File: config.mk
export PLATFORM = sky130hd
export DESIGN_NAME = pip
export DESIGN_NICKNAME = d
export VERILOG_FILES = /design/src/rtl/pip_pkg.sv /design/src/rtl/pip_delay_line.sv /design/src/rtl/pip.sv
export SDC_FILE = /design/constraint.sdc
export NUM_CORES = 1
export LEC_CHECK = 0
export BUFFER_PORTS_ARGS = -buffer_cell sky130_fd_sc_hd__buf_2
export CAP_MARGIN = 20
export CORE_MARGIN = 10
export CORE_UTILIZATION = 30
export DETAILED_ROUTE_END_ITERATION = 8
export PLACE_DENSITY = 0.51
export SYNTH_ARGS = -nofsm -noshare
export SYNTH_HDL_FRONTEND = slang
export SYNTH_HIERARCHICAL = 1
export SYNTH_SLANG_ARGS = --single-unit
File: constraint.sdc
create_clock -name i_clk -period 2.2 [get_ports i_clk]
set_input_delay 0.33 -clock i_clk [delete_from_list [all_inputs] [get_ports i_clk]]
set_output_delay 0.33 -clock i_clk [all_outputs]
set_load 0.01 [all_outputs]
File: src/rtl/pip_pkg.sv
// Shared constants and the delay-line stage record for the TSMP frame filter.
package pip_pkg;

  localparam logic [15:0] TSMP_ETYPE   = 16'hFF01;
  localparam int          ETYPE_HI_IDX = 12;
  localparam int          ETYPE_LO_IDX = 13;
  localparam int          PIP_LATENCY  = 14;
  localparam int          CNT_W        = 5;

  typedef struct packed {
    logic       par;
    logic       valid;
    logic [8:0] data;
  } stage_t;

  localparam int STAGE_W = $bits(stage_t);

endpackage

File: src/rtl/pip_delay_line.sv
// Fixed-depth shift register that advances on every clock; cleared by reset.
module pip_delay_line #(
  parameter int DEPTH = 14,
  parameter int WIDTH = 11
) (
  input  logic             clk,
  input  logic             rst_n,
  input  logic [WIDTH-1:0] d,
  output logic [WIDTH-1:0] q
);

  logic [WIDTH-1:0] regs [DEPTH];

  always_ff @(posedge clk) begin
    if (!rst_n) begin
      for (int i = 0; i < DEPTH; i++) regs[i] <= '0;
    end else begin
      regs[0] <= d;
      for (int i = 1; i < DEPTH; i++) regs[i] <= regs[i-1];
    end
  end

  assign q = regs[DEPTH-1];

endmodule

File: src/rtl/pip.sv
// TSMP frame filter: forwards frames whose EtherType is 0xFF01 with a fixed
// latency, drops all other frames, short frames and truncated frames.
module pip
  import pip_pkg::*;
#(
  parameter int DATA_WIDTH = 9
) (
  input  logic                  i_clk,
  input  logic                  i_rst_n,
  input  logic [DATA_WIDTH-1:0] iv_data,
  input  logic                  i_data_wr,
  output logic [DATA_WIDTH-1:0] ov_data,
  output logic                  o_data_wr
);

  logic             in_frame;
  logic             parity;
  logic [1:0]       keep;
  logic             hi_match;
  logic [CNT_W-1:0] byte_cnt;

  logic   is_start, is_end, is_body, truncated, accept, cur_par, fwd_ok;
  stage_t s_in, s_out;

  // A boundary byte opens a frame when idle and closes it when inside one.
  always_comb begin
    is_start  = i_data_wr && iv_data[8] && !in_frame;
    is_end    = i_data_wr && iv_data[8] && in_frame;
    is_body   = i_data_wr && !iv_data[8] && in_frame;
    truncated = !i_data_wr && in_frame;
    accept    = is_start || is_end || is_body;
    cur_par   = is_start ? ~parity : parity;
    s_in.par   = cur_par;
    s_in.valid = accept;
    s_in.data  = accept ? iv_data : '0;
  end

  always_ff @(posedge i_clk) begin
    if (!i_rst_n) begin
      in_frame <= 1'b0;
      parity   <= 1'b0;
      keep     <= 2'b00;
      hi_match <= 1'b0;
      byte_cnt <= '0;
    end else if (is_start) begin
      in_frame     <= 1'b1;
      parity       <= ~parity;
      keep[~parity] <= 1'b0;
      hi_match     <= 1'b0;
      byte_cnt     <= CNT_W'(1);
    end else if (is_end || is_body) begin
      if (byte_cnt != '1) byte_cnt <= byte_cnt + 1'b1;
      if (is_end) in_frame <= 1'b0;
      if (byte_cnt == CNT_W'(ETYPE_HI_IDX))
        hi_match <= (iv_data[7:0] == TSMP_ETYPE[15:8]);
      if (byte_cnt == CNT_W'(ETYPE_LO_IDX))
        keep[parity] <= hi_match && (iv_data[7:0] == TSMP_ETYPE[7:0]);
    end else if (truncated) begin
      // Bytes of the broken frame still in flight must not leak out.
      in_frame     <= 1'b0;
      keep[parity] <= 1'b0;
    end
  end

  pip_delay_line #(
    .DEPTH(PIP_LATENCY),
    .WIDTH(STAGE_W)
  ) u_delay (
    .clk  (i_clk),
    .rst_n(i_rst_n),
    .d    (s_in),
    .q    (s_out)
  );

  assign fwd_ok = s_out.valid && keep[s_out.par];

  always_ff @(posedge i_clk) begin
    if (!i_rst_n) begin
      o_data_wr <= 1'b0;
      ov_data   <= '0;
    end else begin
      o_data_wr <= fwd_ok;
      ov_data   <= fwd_ok ? s_out.data : '0;
    end
  end

endmodule

# Word-level counts from Yosys, hierarchy flattened
# Memory sizes are Yosys's and may differ from the RTL's.
# Index checks and enable logic that the tools add are counted.
# word_totals
regBits	20
ramBits	154
inputBits	12
output_inout_bits	10
wordCells	104
mem_count	1
# mem_list
memory	words	width	rd	rd_ports_with_merged_regs	wr	line_no	source
u_delay.regs	14	11	14	0	14	pip_delay_line.sv:12	logic [WIDTH-1:0] regs [DEPTH];
# classes
addsub	1
n_lt_le_gt_ge	5
eq_ne	7
n_mux	36
bitwise_logic	20
reduce_logical	26
# op_table
cell	n
11-bit 2-to-1 mux	14
1-bit 2-to-1 mux	14
1-bit OR	14
2-bit AND reduction	6
5-bit by 4-bit equality test with 1-bit output (second input constant)	2
1-bit logical AND	10
9-bit 2-to-1 mux	1
8-bit by 1-bit equality test with 1-bit output (second input constant)	1
8-bit equality test (second input constant)	1
2-bit 2-to-1 mux	4
1-bit by 2-bit < comparator with 1-bit output (second input constant)	3
5-bit by 1-bit adder with 5-bit output (second input constant)	1
5-bit != test (second input constant)	1
2-bit bitwise AND	2
2-bit NOT	2
2-bit nonzero test	2
1-bit zero test	3
1-bit logical OR	3
3-bit by 2-bit != test with 1-bit output (second input constant)	1
3-bit != test (second input constant)	1
3-bit nonzero test	1
2-bit bitwise mux	1
1-bit demux with 1-bit select	2
1-bit greater-or-equal comparator (second input constant)	2
2 further kinds	3

# Depth between registers and ports, before layout
# Gate-level depths: netlist of the first run.
# logic_depth
depth_word	9
depth_mapped	8

# Cells and area by module
# Netlist of the first run, hierarchy kept.
# modules_own_cells
mod	n_inst	cells_per_inst	area_per_inst_um2	seq_area_each_um2
pip_delay_line	1	336	4390.5	3083.0
pip	1	103	958.4	400.4

# Worst setup path after synthesis of the first run
# Ideal clock, no wire load.
# synth_timing
path_kind	register -> register
start	register byte_cnt[0]
end	register byte_cnt[3]
arrival_time_ps	1559
t_required_ps	2083
path_slack_ps	523
path_stages_with_launch	9
path_buffers	1
path_cell_list	dfxtp_1 -> ha_1 -> and3_1 -> ha_1 -> and3b_1 -> clkbuf_1 -> nand4_1 -> xor2_1 -> nor2_1
# synth_via
elab_chain_cells	2
elab_cells_between_ends	3
# synth_lines
element	line_no	source
from (decl)	pip.sv:20	logic [CNT_W-1:0] byte_cnt;
from (signal assigned)	pip.sv:52	if (byte_cnt != '1) byte_cnt <= byte_cnt + 1'b1;
branches (longest 2 deep; another with 5-bit by 1-bit adder with 5-bit output)	n/a	
# Several ways; the timed one is not identified.
# A chain may end at the register's enable or synchronous reset.

# Worst setup path after layout of the first run
# Same ends and word-level chain as after synthesis.

==> impl_metrics.json, run 1 <==
{
  "grt_max_degree": 122,
  "slew_viol_final": 0,
  "power_mw": 6.18,
  "slowest_delay_ps": 360,
  "post_cts.repair.setup_buffers": 0,
  "syn_inst": 439,
  "antenna_found_initial": 0,
  "cp_common_cell": "ha_1",
  "grt_pass1_wl_um": 11000,
  "busiest_layer": "met2",
  "synth_edf_count": 0,
  "cts-resized-gates": 0,
  "dr.first_iter.drc_count": 122,
  "fin_area_sq_um": 6110,
  "cts_buffer_depth": 2,
  "h-tree-depth": 4,
  "critPathTopFamily": "simple AND/OR/NAND/NOR gates",
  "drcViolationCount": 0,
  "port_buffers": 21,
  "drv_cap": 0,
  "core_area_sq_um": 17400,
  "status": "finished clean",
  "yosysSeqAreaShare": 0.651,
  "cts_root_buffer": "clkbuf_16",
  "cts.sinks": 174,
  "rsz0062_at_grt": "false",
  "critPathMaxFanout": 5,
  "place_ws_ps": 424,
  "relSlewSlack": 0.755,
  "rows": 48,
  "wire_per_inst_um": 8.91,
  "max_freq_ghz": 0.551,
  "grt_overflow": 0,
  "n_antenna_cell": 0,
  "wl_um": 6140,
  "path_cells": "ha_1 > and3_1 > ha_1 > and3b_1 > nand4_1 > xor2_1 > nor2_1",
  "layout-drive-gt1-share": 0.226,
  "syn2layout_area_growth_pct": 14.3,
  "clk_pin_slew_ps": 60,
  "tns_ps": 0,
  "first_global_vias": 2600,
  "die_h_um": 154,
  "fp.dieArea_sq_um": 23600,
  "use_met1": 0.0573,
  "tightest_slew_ps": 368,
  "io_pins": 22,
  "slowest_stage": "dfxtp_1",
  "syn_area_sq_um": 5350,
  "finalCritPeriodShare": 0.824,
  "finalHoldViolCount": 0,
  "fillers": 1723,
  "final_nets": 470,
  "grt_usage": 0.0562,
  "timing.critical_path.required_ps": 2540,
  "period_minus_slack_ps": 1810,
  "path_class": "flop to flop",
  "ant_nets": 0,
  "avgSynthCellArea_sq_um": 12.2,
  "cp-end-kind": "flop",
  "cts_tree": "done",
  "path_buf_inv": 0,
  "synth_nets": 457,
  "gr-usage-met3": 0.0301,
  "register_area_sq_um": 3480,
  "arrival_ps": 2150,
  "vias": 2657,
  "leakagePower_nw": 2.53,
  "p_per_area_nw_per_um2": 1010,
  "grt.met2_usage": 0.0898,
  "multi_input_area_sq_um": 1610,
  "clk_latency_ps": 410,
  "ys_ff_latch": 174,
  "viasPerCell": 3.86,
  "ys_warn_count": 6,
  "fin_skew_ps": 8.01,
  "place_area_sq_um": 5540,
  "cts_buffers": 17,
  "dpl.hpwl_um": 3520,
  "setup_viol": 0,
  "initial_utilization": 0.307,
  "yosysUniqueCellTypes": 33,
  "die_w_um": 154,
  "synthArstFlopShare": 0,
  "hold_class": "input port to flop",
  "worst_hold_slack_ps": 251,
  "peakVddDrop_mv": 0.509,
  "ys.flop_type": "dfxtp_1",
  "start_kind": "flop",
  "setup_slack_ps": 386,
  "place_congestion": 0.756,
  "drtPass1Iterations": 4,
  "hold_buffers": 0
}
-- layout make-up --
type | instances | area share
Sequential cell | 174 | 0.570
Multi-Input combinational cell | 230 | 0.263
Clock buffer | 19 | 0.0725
Tap cell | 225 | 0.0460
Timing Repair Buffer | 24 | 0.0233
Clock inverter | 12 | 0.0221
Inverter | 5 | 0.00307
-- final timing paths --
kind | start | end | slack [ps] | cells past startpoint
setup / recovery | byte_cnt[0] | byte_cnt[3] | 390 | 7
hold / removal | i_data_wr | in_frame | 250 | 2
setup reg to reg | byte_cnt[0] | byte_cnt[3] | 390 | 7
hold reg to reg | u_delay/regs[0][31] | u_delay/regs[0][42] | 420 | 1
-- cells in the final DEF (no fill, tap or decap), types with 2 or more instances in the layout --
cell type | synthesis | routed
and2_4 | 47 | 47
inv_6 | 0 | 4
ha_1 | 6 | 6
a21oi_1 | 7 | 7
and3b_1 | 2 | 2
buf_2 | 0 | 20
clkbuf_16 | 0 | 17
o21ai_0 | 6 | 6
bufinv_16 | 0 | 2
nand4_1 | 5 | 5
clkinv_2 | 0 | 2
and3_1 | 3 | 3
inv_1 | 5 | 5
nor2_1 | 4 | 4
and2_1 | 125 | 125
nand4b_1 | 2 | 2
clkinvlp_4 | 0 | 4
buf_4 | 12 | 3
xor2_1 | 3 | 3
nand2_1 | 6 | 6
dfxtp_1 | 174 | 174
-- metrics by stage --
step,utilization,instances
2_1_floorplan,-,439
3_3_place_gp,0.318,658
3_5_place_dp,0.318,658
4_1_cts,0.351,689
5_1_grt,0.351,689
6_report,0.351,689
-- worst reg2reg max path: cells and delay by family (launching register included) --
family,cells,cell delay [ps]
flops,1,360
fa+ha+maj,2,450
simple gates,4,780
xor+xnor,1,160
-- cell usage after synthesis, types with 4 or more instances --
cell	count	area share
dfxtp_1	174	0.65
clkbuf_2	9	0.0084
buf_6	7	0.015
o21ai_0	6	0.0056
and2_1	125	0.15
a21oi_1	7	0.0065
buf_4	12	0.017
ha_1	6	0.014
nand4_1	5	0.0058
inv_1	5	0.0035
nor2_1	4	0.0028
nand2_1	6	0.0042
and2_4	47	0.077
-- flip-flops by register name (all words and copies together) (netlist names) --
register      flops
hi_match          1
byte_cnt          5
parity            1
in_frame          1
ov_data           9
keep              2
o_data_wr         1
u_delay/regs    154
-- metal layers --
layer / wire [um] / part of all wire / vias up
li1: - / - / 1390
met1: 2870 / 0.47 / 1222
met2: 2870 / 0.47 / 39
met3: 322 / 0.052 / 6
met4: 82 / 0.013 / 0
met5: 0 / 0 / -
-- where the power goes --
part	leakage [nW]	internal, mW	switching, mW
clock	0.273	1.71	1.16
sequential	1.40	3.18	0.0137
combinational	0.852	0.0549	0.0677
total	2.53	4.94	1.24
-- kinds of logic after synthesis --
| family | synth area share |
|---|---|
| XOR/XNOR | 0.00655 |
| adder cells (fa/ha/maj) | 0.0140 |
| buffers and inverters | 0.0480 |
| multiplexers | 0.00187 |
| AND/OR/NAND/NOR | 0.261 |
| flip-flops | 0.651 |
| AO/OA/AOI/OAI | 0.0178 |
Power figures use the tool's default switching activity.
==> inputs of run 2 (changes only) <==
- ABC_AREA: default -> 1
- clock period: 2.2 -> 1.7 ns (I/O delays scaled with it)
==> impl_metrics.json, run 2 <==
{
  "tightest_slew_ps": 605,
  "viasPerCell": 3.58,
  "cp-end-kind": "flop",
  "path_cells": "ha_1 > inv_1 > nor2_1 > ha_1 > nor2_4 > nand4_2 > or2_0 > a21oi_2",
  "synth_edf_count": 0,
  "drcViolationCount": 0,
  "rr_worst_depth": 8,
  "synth_top_cells_by_area": "dfxtp_1 64%, inv_1 13%, nand2_1 12%",
  "start_kind": "flop",
  "cts_buffers": 17,
  "cts_root_buffer": "clkbuf_16",
  "largestRegisters": "u_delay/regs (154), ov_data (9), byte_cnt (5)",
  "max_freq_ghz": 0.657,
  "period_minus_slack_ps": 1520,
  "die_h_um": 155,
  "path_class": "flop to flop",
  "reg2reg_slack_ps": 180,
  "grt_pass1_wl_um": 11400,
  "holdPathEnd": "u_delay/regs[0][39]",
  "finalHoldViolCount": 0,
  "place_congestion": 0.759,
  "arrival_ps": 1880,
  "r2r_end": "byte_cnt[3]",
  "cts_buffer_depth": 2,
  "dpl.hpwl_um": 3790,
  "antenna_found_initial": 0,
  "cp_common_cell": "ha_1",
  "slew_viol_final": 0,
  "ys_warn_count": 6,
  "layout.cells.most_common_list": "188 x inv_1, 174 x dfxtp_1, 173 x nand2_1",
  "synth_common_cells": "188 x inv_1, 174 x dfxtp_1, 173 x nand2_1",
  "tns_ps": 0,
  "drv_cap": 0,
  "avgSynthCellArea_sq_um": 8.60,
  "setup_slack_ps": 179,
  "grt_usage": 0.0592,
  "cts.sinks": 174,
  "synthArstFlopShare": 0,
  "die_w_um": 155,
  "io_pins": 22,
  "first_global_vias": 2796,
  "path_buf_inv": 1,
  "relSlewSlack": 0.596,
  "ys_ff_latch": 174,
  "dr.first_iter.drc_count": 111,
  "syn2layout_area_growth_pct": 15.0,
  "cts_tree": "done",
  "hold_buffers": 0,
  "hold_path_depth": 3,
  "leakagePower_nw": 3.76,
  "finalCritPeriodShare": 0.895,
  "layout-drive-gt1-share": 0.0950,
  "largest_reg_flops": 154,
  "grt_overflow": 0,
  "register_area_sq_um": 3480,
  "h-tree-depth": 4,
  "post_cts.repair.setup_buffers": 0,
  "yosysSeqAreaShare": 0.638,
  "worst_hold_slack_ps": 132,
  "clk_latency_ps": 410,
  "port_buffers": 21,
  "utilization": 0.351,
  "regMostFlops": "u_delay/regs",
  "critPathTopFamily": "simple AND/OR/NAND/NOR gates",
  "peakVddDrop_mv": 0.726,
  "timing.critical_path.required_ps": 2060,
  "yosysTopAreaCellShare": 0.638,
  "final_nets": 668,
  "clk_pin_slew_ps": 60,
  "slowest_stage": "dfxtp_1",
  "initial_utilization": 0.305,
  "slowest_delay_ps": 350,
  "fin_skew_ps": 3.97,
  "syn_area_sq_um": 5460,
  "yosysMostFrequentCell": "inv_1",
  "vias": 3192,
  "fillers": 1857,
  "rsz0062_at_grt": "false",
  "fp.dieArea_sq_um": 24000,
  "cts-resized-gates": 0,
  "grt_max_degree": 66,
  "hold_class": "input port to flop",
  "core_area_sq_um": 17900,
  "setup_viol": 0,
  "ant_nets": 0,
  "place_ws_ps": 187,
  "critPathMaxFanout": 5,
  "wl_um": 6460,
  "rows": 49,
  "yosysTopAreaCell": "dfxtp_1",
  "wire_per_inst_um": 7.24,
  "multi_input_area_sq_um": 1050,
  "layout_commonest_cell": "inv_1",
  "syn_inst": 635,
  "n_antenna_cell": 0,
  "p_per_area_nw_per_um2": 1300,
  "timing.rr.start": "byte_cnt[0]",
  "status": "finished clean",
  "min_from": "i_rst_n",
  "synth_nets": 653,
  "ys.flop_type": "dfxtp_1",
  "drtPass1Iterations": 4,
  "yosysUniqueCellTypes": 27
}
## run 2: cell count changes in the layout (fill, tap and decap cells not counted), moves of 4 or more
cell | previous run | this run
nand3_1 | 0 | 7
inv_1 | 5 | 188
nor2_1 | 4 | 27
clkbuf_8 | 1 | 5
and2_4 | 47 | 0
and2_1 | 125 | 0
nand4_1 | 5 | 1
nand2_1 | 6 | 173
## run 2: final cells by class
| type | instances | share of cell area |
|---|---|---|
| Clock inverter | 8 | 0.0165 |
| Sequential cell | 174 | 0.555 |
| Multi-Input combinational cell | 243 | 0.167 |
| Inverter | 190 | 0.114 |
| Clock buffer | 24 | 0.0799 |
| Timing Repair Buffer | 24 | 0.0227 |
| Tap cell | 229 | 0.0456 |
## run 2: logic make-up (layout without fill, tap and decap cells)
family / after synthesis / after routing / share of synthesized area
simple gates: 220 / 220 / 0.160
buf+inv: 218 / 246 / 0.170
flops: 174 / 174 / 0.638
compound gates: 17 / 17 / 0.0179
fa+ha+maj: 6 / 6 / 0.0138
## run 2: worst register-to-register path, stage by stage (launching register included)
cell and delay [ps]:
dfxtp_1 350, ha_1 220, inv_1 70, nor2_1 50, ha_1 200, nor2_4 150
nand4_2 90, or2_0 220, a21oi_2 110
## run 2: where the power goes
part	switching, mW	internal [mW]	total (mW)	leakage, nW
Sequential	0.0171	4.12	4.13	1.40
Clock	1.48	2.36	3.84	0.297
Combinational	0.127	0.0603	0.187	2.06
Total	1.62	6.54	8.16	3.76
## run 2: per-layer routing
metal | wire length [um] | GRT usage | vias up | share of wire
li1 | - | - | 1780 | -
met1 | 3170 | 0.0613 | 1361 | 0.49
met2 | 2730 | 0.0889 | 39 | 0.42
met3 | 404 | 0.0336 | 12 | 0.063
met4 | 144 | 0.0418 | 0 | 0.022
met5 | 0 | 0 | - | 0
## run 2: worst max-delay path by stage
stage | from | to | slack (ps) | cells past startpoint
final | byte_cnt[0] | byte_cnt[3] | 180 | 8
after global routing | byte_cnt[0] | byte_cnt[2] | 50 | 8
after CTS | byte_cnt[0] | byte_cnt[3] | 170 | 8
after detailed placement | byte_cnt[0] | byte_cnt[3] | 190 | 8
after global placement | byte_cnt[0] | byte_cnt[3] | 210 | 8
after floorplan | byte_cnt[0] | byte_cnt[3] | 270 | 8
## run 2: per-stage QoR
stage / instances / cell area [sq um] / power [mW]
after CTS: 892 / 6280 / 8.32
after global placement: 860 / 5670 / 4.42
after detailed placement: 860 / 5670 / 4.42
after global routing: 892 / 6280 / 8.51
final: 892 / 6280 / 8.16
after floorplan: 635 / 5460 / 4.38
==> inputs of run 3 (changes only) <==
- BUFFER_PORTS_ARGS: -buffer_cell sky130_fd_sc_hd__buf_2 -> -buffer_cell sky130_fd_sc_hd__buf_4
- CELL_PAD_IN_SITES_DETAIL_PLACEMENT: default -> 1
- CELL_PAD_IN_SITES_GLOBAL_PLACEMENT: default -> 1
- PLACE_DENSITY: 0.51 -> 0.56
==> impl_metrics.json, run 3 (same netlist as run 2, synthesis figures left out) <==
{
  "critPathMaxFanout": 5,
  "slew_viol_final": 0,
  "dp.cells": 859,
  "timing.rr.start": "byte_cnt[0]",
  "r2r_end": "byte_cnt[3]",
  "cts.sinks": 174,
  "power_frac_clock": 0.465,
  "clk_pin_slew_ps": 60,
  "finalCritPeriodShare": 0.933,
  "drtPass1Iterations": 4,
  "initial_utilization": 0.305,
  "layout-drive-gt1-share": 0.0908,
  "wl_um": 8400,
  "cts_tree": "done",
  "path_class": "flop to flop",
  "ant_nets": 0,
  "wire_per_inst_um": 9.44,
  "clk_latency_ps": 420,
  "cp-end-kind": "flop",
  "period_minus_slack_ps": 1590,
  "h-tree-depth": 4,
  "reg2reg_slack_ps": 110,
  "max_freq_ghz": 0.630,
  "first_global_vias": 3454,
  "die_w_um": 155,
  "stdcell_count": 890,
  "place_congestion": 0.718,
  "setup_viol": 0,
  "antenna_found_initial": 0,
  "p_per_area_nw_per_um2": 1290,
  "hold_path_depth": 3,
  "p_int_mw": 6.42,
  "peakVddDrop_mv": 0.723,
  "place_ws_ps": 120,
  "cts_buffers": 17,
  "cts_buffer_depth": 2,
  "min_from": "i_data_wr",
  "die_h_um": 155,
  "switching_share": 0.207,
  "dr.first_iter.drc_count": 117,
  "post_cts.repair.setup_buffers": 0,
  "viasPerCell": 3.83,
  "vias": 3405,
  "rsz0062_at_grt": "false",
  "layout_commonest_cell": "inv_1",
  "grt_max_degree": 122,
  "relSlewSlack": 0.685,
  "drv_cap": 0,
  "tns_ps": 0,
  "n_antenna_cell": 0,
  "grt_pass1_wl_um": 14600,
  "core_area_sq_um": 17900,
  "fillers": 2127,
  "port_buffers": 21,
  "fp.dieArea_sq_um": 24000,
  "grt_overflow": 0,
  "grt_usage": 0.0750,
  "largestRegisters": "u_delay/regs (154), ov_data (9), byte_cnt (5)",
  "power_frac_seq": 0.510,
  "cts_root_buffer": "clkbuf_16",
  "leakagePower_nw": 3.75,
  "layout.cells.most_common_list": "188 x inv_1, 174 x dfxtp_1, 173 x nand2_1",
  "arrival_ps": 1940,
  "regMostFlops": "u_delay/regs",
  "rows": 49,
  "start_kind": "flop",
  "timing.critical_path.required_ps": 2050,
  "tightest_slew_ps": 473,
  "syn2layout_area_growth_pct": 15.2,
  "status": "finished clean",
  "drcViolationCount": 0,
  "p_comb_frac": 0.025,
  "p_switching_mw": 1.68,
  "largest_reg_flops": 154,
  "cts-resized-gates": 0,
  "hold_class": "input port to flop",
  "setup_slack_ps": 113,
  "final_nets": 667,
  "dpl.hpwl_um": 5330,
  "holdPathEnd": "in_frame",
  "finalHoldViolCount": 0,
  "fin_skew_ps": 5.38,
  "rr_worst_depth": 8,
  "hold_buffers": 0,
  "io_pins": 22
}
==> run 3: cell types whose count changed in the layout (fill, tap and decap cells not counted) <==
cell	change
buf_2	-20
buf_4	+19
clkbuf_8	-3
clkinv_4	-2
inv_6	+2
clkbuf_1	+1
clkinv_2	+1
==> run 3: power by group through the flow <==
stage          combinational (mW)  sequential [mW]  clock (mW)
2_1_floorplan               0.158             4.22           0
3_3_place_gp                0.198             4.22           0
3_5_place_dp                0.208             4.22           0
4_1_cts                     0.210             4.13        3.93
5_1_grt                     0.235             4.13        4.11
6_report                    0.202             4.13        3.77
==> run 3: worst max-delay path by stage <==
stage                            from  slack [ps]           to
final                     byte_cnt[0]         110  byte_cnt[3]
after global routing      byte_cnt[0]          30  byte_cnt[3]
after CTS                 byte_cnt[0]         120  byte_cnt[3]
after detailed placement  byte_cnt[0]         120  byte_cnt[3]
after global placement    byte_cnt[0]         230  byte_cnt[3]
after floorplan           byte_cnt[0]         270  byte_cnt[3]
==> run 3: worst max-delay path, cell delays in order, from the launching register on <==
cell,delay [ps]
dfxtp_1,350
ha_1,230
inv_1,80
nor2_1,50
ha_1,200
nor2_4,150
nand4_2,110
or2_0,230
a21oi_2,110
==> run 3: per-stage QoR <==
step	hold WS, ps	utilization	instance area [sq um]	power (mW)
floorplan	348	-	5460	4.38
global placement	391	0.319	5720	4.42
detailed placement	398	0.319	5720	4.43
CTS	124	0.351	6290	8.27
global route	138	0.351	6290	8.48
finish	151	0.351	6290	8.10
==> run 3: area by class of cell <==
class,instances,area (sq um),share of cell area
Sequential cell,174,3480,0.554
Multi-Input combinational cell,243,1050,0.167
Inverter,190,713,0.113
Clock buffer,22,464,0.0738
Tap cell,229,287,0.0456
Timing Repair Buffer,23,185,0.0294
Clock inverter,9,109,0.0173
==> run 3: layer usage <==
layer  vias up  part of all wire  global-route usage
met2        34              0.50               0.125
met1      1586              0.44              0.0763
met3        13             0.045              0.0342
met4         0             0.020              0.0427
met5         -                 0                   0
li1       1772                 -                   -
